[src/rtl/fetch_unit.sv]
// fetch_unit: instruction fetch stage with redirect, stall handshake and HALT detection.
// Optional one-entry prefetch buffer enabled by defining FETCH_BUF_EN.
module fetch_unit (
    input  logic        clk,
    input  logic        rst,
    output logic        imem_req,
    output logic [15:0] imem_addr,
    input  logic        imem_rdy,
    input  logic [15:0] imem_data,
    input  logic        redirect,
    input  logic [15:0] redirect_pc,
    input  logic        stall,
    output logic        valid,
    output logic [15:0] instr,
    output logic [4:0]  instr1,
    output logic [1:0]  instr2,
    output logic [15:0] pc_plus2,
    output logic        halted
);
    localparam logic [1:0] IDLE  = 2'd0;
    localparam logic [1:0] FETCH = 2'd1;
    localparam logic [1:0] HALT  = 2'd2;

    logic [1:0]  state;
    logic [15:0] pc;
    logic        consume;
    logic        fire;
    logic        is_halt;
`ifdef FETCH_BUF_EN
    logic        buf_valid;
    logic [15:0] buf_instr;
    logic [15:0] buf_pc2;
    // keep fetching into the buffer while decode stalls, until it fills
    assign imem_req = (state == FETCH) && !redirect && (!valid || !stall || !buf_valid);
`else
    assign imem_req = (state == FETCH) && !redirect && (!valid || !stall);
`endif
    assign consume   = valid && !stall;
    assign fire      = imem_req && imem_rdy;
    assign is_halt   = imem_data[15:11] == 5'b00000;
    assign imem_addr = pc;
    assign halted    = state == HALT;
    assign instr1    = instr[15:11];
    assign instr2    = instr[1:0];

    always_ff @(posedge clk or posedge rst) begin
        if (rst) begin
            state    <= IDLE;
            pc       <= 16'h0000;
            instr    <= 16'h0000;
            pc_plus2 <= 16'h0000;
            valid    <= 1'b0;
`ifdef FETCH_BUF_EN
            buf_valid <= 1'b0;
            buf_instr <= 16'h0000;
            buf_pc2   <= 16'h0000;
`endif
        end else if (state == IDLE) begin
            state <= FETCH;
            if (redirect)
                pc <= redirect_pc;
        end else if (state == FETCH && redirect) begin
            pc    <= redirect_pc;
            valid <= 1'b0;
`ifdef FETCH_BUF_EN
            buf_valid <= 1'b0;
`endif
        end else begin
            if (fire) begin
                pc <= pc + 16'd2;
                if (is_halt)
                    state <= HALT;
            end
`ifdef FETCH_BUF_EN
            if (consume) begin
                if (buf_valid) begin
                    instr     <= buf_instr;
                    pc_plus2  <= buf_pc2;
                    buf_valid <= 1'b0;
                end else if (!fire) begin
                    valid <= 1'b0;
                end
            end
            // new data goes straight to the slot only if nothing older is waiting
            if (fire) begin
                if (!valid || (consume && !buf_valid)) begin
                    instr    <= imem_data;
                    pc_plus2 <= pc + 16'd2;
                    valid    <= 1'b1;
                end else begin
                    buf_instr <= imem_data;
                    buf_pc2   <= pc + 16'd2;
                    buf_valid <= 1'b1;
                end
            end
`else
            if (fire) begin
                instr    <= imem_data;
                pc_plus2 <= pc + 16'd2;
                valid    <= 1'b1;
            end else if (consume) begin
                valid <= 1'b0;
            end
`endif
        end
    end
endmodule

[config.mk]
export PLATFORM = sky130hd
export DESIGN_NAME = fetch_unit
export DESIGN_NICKNAME = d
export VERILOG_FILES = /design/src/rtl/fetch_unit.sv
export SDC_FILE = /design/constraint.sdc
export NUM_CORES = 1
export LEC_CHECK = 0
export ABC_CLOCK_PERIOD_IN_PS = 4040
export BUFFER_PORTS_ARGS = -buffer_cell sky130_fd_sc_hd__buf_2
export CAP_MARGIN = 0
export CORE_UTILIZATION = 50
export CTS_CLUSTER_SIZE = 24
export DETAILED_ROUTE_END_ITERATION = 8
export GPL_TIMING_DRIVEN = 0
export HOLD_SLACK_MARGIN = 0.03
export PLACE_DENSITY = 0.78
export SKIP_CTS_REPAIR_TIMING = 1
export SLEW_MARGIN = 20
export SYNTH_ARGS = -nofsm -noshare
export SYNTH_HDL_FRONTEND = slang
export SYNTH_SLANG_ARGS = --single-unit
[constraint.sdc]
create_clock -name clk -period 4.04 [get_ports clk]
set_clock_uncertainty 0.15 [all_clocks]
set_input_delay 0.404 -clock clk [delete_from_list [all_inputs] [get_ports clk]]
set_output_delay 0.404 -clock clk [all_outputs]
set_load 0.05 [all_outputs]
**Yosys cells after proc, flatten, opt, wreduce, memory -nomap -nowiden**

Index checks and enable logic that the tools add are counted.

- Bitwise gates (word level): 2
- Add/subtract/negate cells: 1
- Multipliers: 0
- Reductions and logical operators: 19
- Equal/unequal tests: 4
- Mux-type cells: 11
- Shifts and indexed selects: 0
- Divide/modulo/power cells: 0
- Magnitude comparators: 0

Operator list:

| cell | count |
|---|---|
| $mux W16 | 4 |
| $add A16 B2 Y16 const B | 1 |
| $mux W2 | 4 |
| $reduce_and A3 Y1 | 2 |
| $reduce_bool A3 Y1 | 2 |
| $logic_and A1 B1 Y1 | 5 |
| $logic_not A5 Y1 | 1 |
| $ne A2 B2 Y1 const B | 2 |
| $reduce_and A2 Y1 | 2 |
| $reduce_bool A2 Y1 | 2 |
| $logic_not A1 Y1 | 3 |
| $mux W1 | 3 |
| $eq A2 B1 Y1 const B | 1 |
| $eq A2 B2 Y1 const B | 1 |
| $logic_not A2 Y1 | 1 |
| $not A1 Y1 | 2 |
| $logic_or A1 B1 Y1 | 1 |

- Output and inout port bits: 58
- Register bits: 51
- Bits in read-only memories: 0
- Input port bits: 37
- Bits in writable memories: 0
- Memories kept: 0
- Latch bits: 0

**Depth between registers and ports, before layout**

- Depth after elaboration: 7
- Mapped depth: 6
- Mapped depth without buffers: 5

**Least setup slack after synthesis**

OpenSTA, ideal clock, no wires.

- Path kind: register to output
- Start point: reg state[1]
- End point: out halted
- Buffers on the path: 2
- Slack: 1.976 ns
- Arrival: 1.510 ns
- Stages on the path, launching flop included: 4
- Cells stage by stage: dfrtp_1 -> clkbuf_2 -> clkbuf_1 -> nor2b_1

- Cells in the longest elaborated chain, start to end: 1

Ends and longest elaborated chain:

| what | line | text |
|---|---|---|
| start, declared | 24 | `logic [1:0] state;` |
| start signal, assigned | 48 | `state <= IDLE;` |
| start signal, assigned | 59 | `state <= FETCH;` |
| start signal, assigned | 72 | `state <= HALT;` |
| $eq A2 B2 Y1 | 42 | `assign halted = state == HALT;` |
| end, declared | 18 | `output logic halted` |

Every way passes these cells.

**Worst setup path in the final report**

Ends and elaborated chain as after synthesis.

==> impl_metrics.toml <==
[status]
status = "finished, final reports clean"

[yosys]
netlist_area_um2 = 2539
synth_top_cell_by_area = "dfrtp_1"
synthCells = 272
synth_top_area_share_pct = 50.27
ys_types = 38
yosysSeqAreaShare_pct = 50.27
syn_nets = 310
yosys_warnings = 0
synth_top_cells_by_area = "dfrtp_1, nand2_1, o21ai_0"
synth.avg_cell_area_um2 = 9.333
synth_seq_cells = 51

[hold_path]
min_path_type = "input pin to flip-flop"

[global_routing]
grt_pass1_wl_mm = 10.36
grt_max_degree = 30
grt_pass1_vias = 2185
overflow = 0
track_usage_pct = 25.30
antenna_found_initial = 0

[cts]
cts.path.max_buffers = 2
clkTransAtPathRegs_ps = 90
tritoncts = "yes"
h-tree-depth = 2
clockRootBuffer = "clkbuf_8"
cts_made_buffers = 5
cts.sinks = 51
clock_latency_ps = 310

[worst_setup_path]
worstSetupPathType = "flip-flop to output pin"
r2r_start = "imem_addr[1]$_DFFE_PP0P_"
cp_data_required_time_ps = 3490
rrSetupSlack_ps = 2150
critical_path_arrival_ps = 1770
max_stage_delay_ps = 390
path_cells = "clkbuf_2 -> clkbuf_1 -> nor2b_1 -> buf_2"
reg2reg_depth = 6
cp_num_buf_inv = 3
r2r_end = "pc_plus2[9]$_DFFE_PP0P_"
cp-startpoint = "state[1]$_DFFE_PP0P_"
crit_fanout = 10
cp_top_family = "buffers and inverters"
worstSetupStartpointType = "flip-flop"
critPathCaptureType = "output pin"
endpoint = "halted"
slowest_stage = "clkbuf_1"
cp.depth = 4

[cells_and_area]
layoutNonFillerInstCount = 443
drive_above_1_share_pct = 35.11
fillers = 436
fin_area_um2 = 3236
syn_to_final_growth_pct = 27.45
diodes = 0
layout.nets = 413

[floorplan]
io-pin-count = 95
num_rows = 25
die_x_um = 73.26
die_area_um2 = 5366
die_h_um = 73.26
start_util_pct = 52.70
core_region_area_um2 = 4817

[place]
gp_congestion = 0.8675
placed_area_um2 = 3113
dpl.cell_count = 434
hpwlAfterDp_mm = 4.890
io_buffers = 94

[pwr]
p_seq_share_pct = 33.1
p_comb_share_pct = 52.5
pwr_density_cell_nw_per_um2 = 762.0
p_leak_nw = 1.621
internal-power_mw = 1.190
swShare_pct = 51.73
p_sw_mw = 1.276
clock_power_share_pct = 14.4
ir_worst_vdd_mv = 0.4655

[route]
dr.first_iter.drc_count = 158
wirelength_mm = 6.407
drc_errors = 0
drt_pre_antenna_iters = 4
ant_nets = 0
route.vias.total = 2350
drt-wirelength-per-cell_um = 14.46
vias_per_cell = 5.305

[timing]
setup_viol = 0
tns_ps = 0
period_minus_slack_ps = 2322
slew_headroom_pct = 65.95
rsz0062_at_grt = "no"
timing.fmax_ghz = 0.4307
finalHoldViolations = 0
worst_pin_slew_ps = 510.1
min_period_over_period_pct = 57.48
slew_violations = 0

[flow_run]
cap_viol_max_count = 0
## synthesized netlist by cell type
master	instances
nand2_1	66
dfrtp_1	51
o21ai_0	28
a21oi_1	13
o22ai_1	10
buf_2	9
nand3_1	9
xor2_1	9
buf_4	7
clkbuf_1	6
nor2_1	6
o2bb2a_1	6
a2bb2oi_1	4
and3_1	4
mux2_2	4
o21ai_1	4
xnor2_1	4
inv_1	3
nand4_1	3
nor2b_1	3
a31o_2	2
a31oi_1	2
and4_1	2
mux2i_1	2
o211ai_1	2
a22oi_1	1
and2b_1	1
buf_6	1
clkbuf_2	1
ha_1	1
nand2b_1	1
nor2b_2	1
nor3_1	1
nor4_4	1
nor4b_4	1
or2_1	1
or2_2	1
or4_1	1
## stage by stage
step                utilization (%)  setup WS [ps]  power, mW  hold slack [ps]
floorplan                         -           1976      1.796            359.4
global placement              64.21           1622      2.084            303.7
detailed placement            64.62           2055      2.119            307.9
CTS                           66.96           1725      2.475           -26.54
global route                  67.17           1616      2.603            141.7
finish                        67.17           1718      2.466            139.5
## area by class of cell
| class | count | area [um2] | area share, % |
|---|---|---|---|
| Sequential cell | 51 | 1276 | 39.44 |
| Multi-Input combinational cell | 194 | 1115 | 34.45 |
| Timing Repair Buffer | 96 | 500.5 | 15.47 |
| Buffer | 24 | 136.4 | 4.215 |
| Tap cell | 67 | 83.83 | 2.591 |
| Clock buffer | 5 | 68.82 | 2.127 |
| Clock inverter | 3 | 43.79 | 1.353 |
| Inverter | 3 | 11.26 | 0.3480 |
## worst min-delay path by stage
stage | end | from | slack, ps | cells after the start
6_report | instr[3]$_DFFE_PP0P_ | imem_data[3] | 140 | 3
3_3_place_gp | instr[3]$_DFFE_PP0P_ | instr[3]$_DFFE_PP0P_ | 300 | 2
5_1_grt | instr[4]$_DFFE_PP0P_ | imem_data[4] | 140 | 3
2_1_floorplan | imem_addr[0]$_DFFE_PP0P_ | redirect_pc[0] | 360 | 2
4_1_cts | imem_addr[3]$_DFFE_PP0P_ | rst | -30 | 2
3_5_place_dp | pc_plus2[13]$_DFFE_PP0P_ | rst | 310 | 2
## cell families after synthesis
| kind of cell | count (synthesis) | share of synthesized area, % |
|---|---|---|
| flops | 51 | 50.27 |
| compound gates | 72 | 17.15 |
| buf+inv | 27 | 5.815 |
| simple gates | 102 | 19.22 |
| fa+ha+maj | 1 | 0.4928 |
| xor+xnor | 13 | 4.485 |
| mux | 6 | 2.563 |
## registers in the layout, summed over array words and instances, names as in the netlist
name,count
valid,1
pc_plus2,16
imem_addr,16
instr,16
state,2
## cell usage in the layout (no fill, tap or decap), drive strengths merged
cell type	synthesis	final
bufinv	0	1
o2bb2a	6	6
a22oi	1	1
o211ai	2	2
xor2	9	9
nand2	66	66
o21ai	32	32
dlygate4sd3	0	1
a31o	2	2
buf	17	112
o22ai	10	10
and4	2	2
ha	1	1
dfrtp	51	51
and3	4	4
nand3	9	9
clkinv	0	2
or2	2	2
a2bb2oi	4	4
a21oi	13	13
inv	3	3
nand4	3	3
mux2	4	4
xnor2	4	4
clkbuf	7	12
nor3	1	1
mux2i	2	2
nor4	1	1
nor4b	1	1
nand2b	1	1
nor2	6	6
a31oi	2	2
and2b	1	1
nor2b	4	4
or4	1	1
## per-layer routing
layer / track usage (%) / wire length (um) / vias to the layer above
met5: 0 / 0 / -
met3: 3.155 / 451 / 8
met2: 40.64 / 3116 / 100
li1: - / - / 1142
met4: 9.368 / 70 / 0
met1: 35.22 / 2769 / 1100
## power groups by stage
stage	clock network, mW	registers [mW]	logic, mW
after CTS	0.364	0.814	1.30
after global placement	0	0.815	1.27
after floorplan	0	1.35	0.450
final	0.355	0.816	1.29
after detailed placement	0	0.824	1.29
after global routing	0.382	0.838	1.38
## worst reg2reg max path, stage by stage, from the launching register on
cell and delay [ps]:
dfrtp_1 450, ha_1 290, and3_1 200, buf_2 150
nand3_1 170, xor2_1 240, o21ai_0 110
Power figures use the tool's default switching activity.
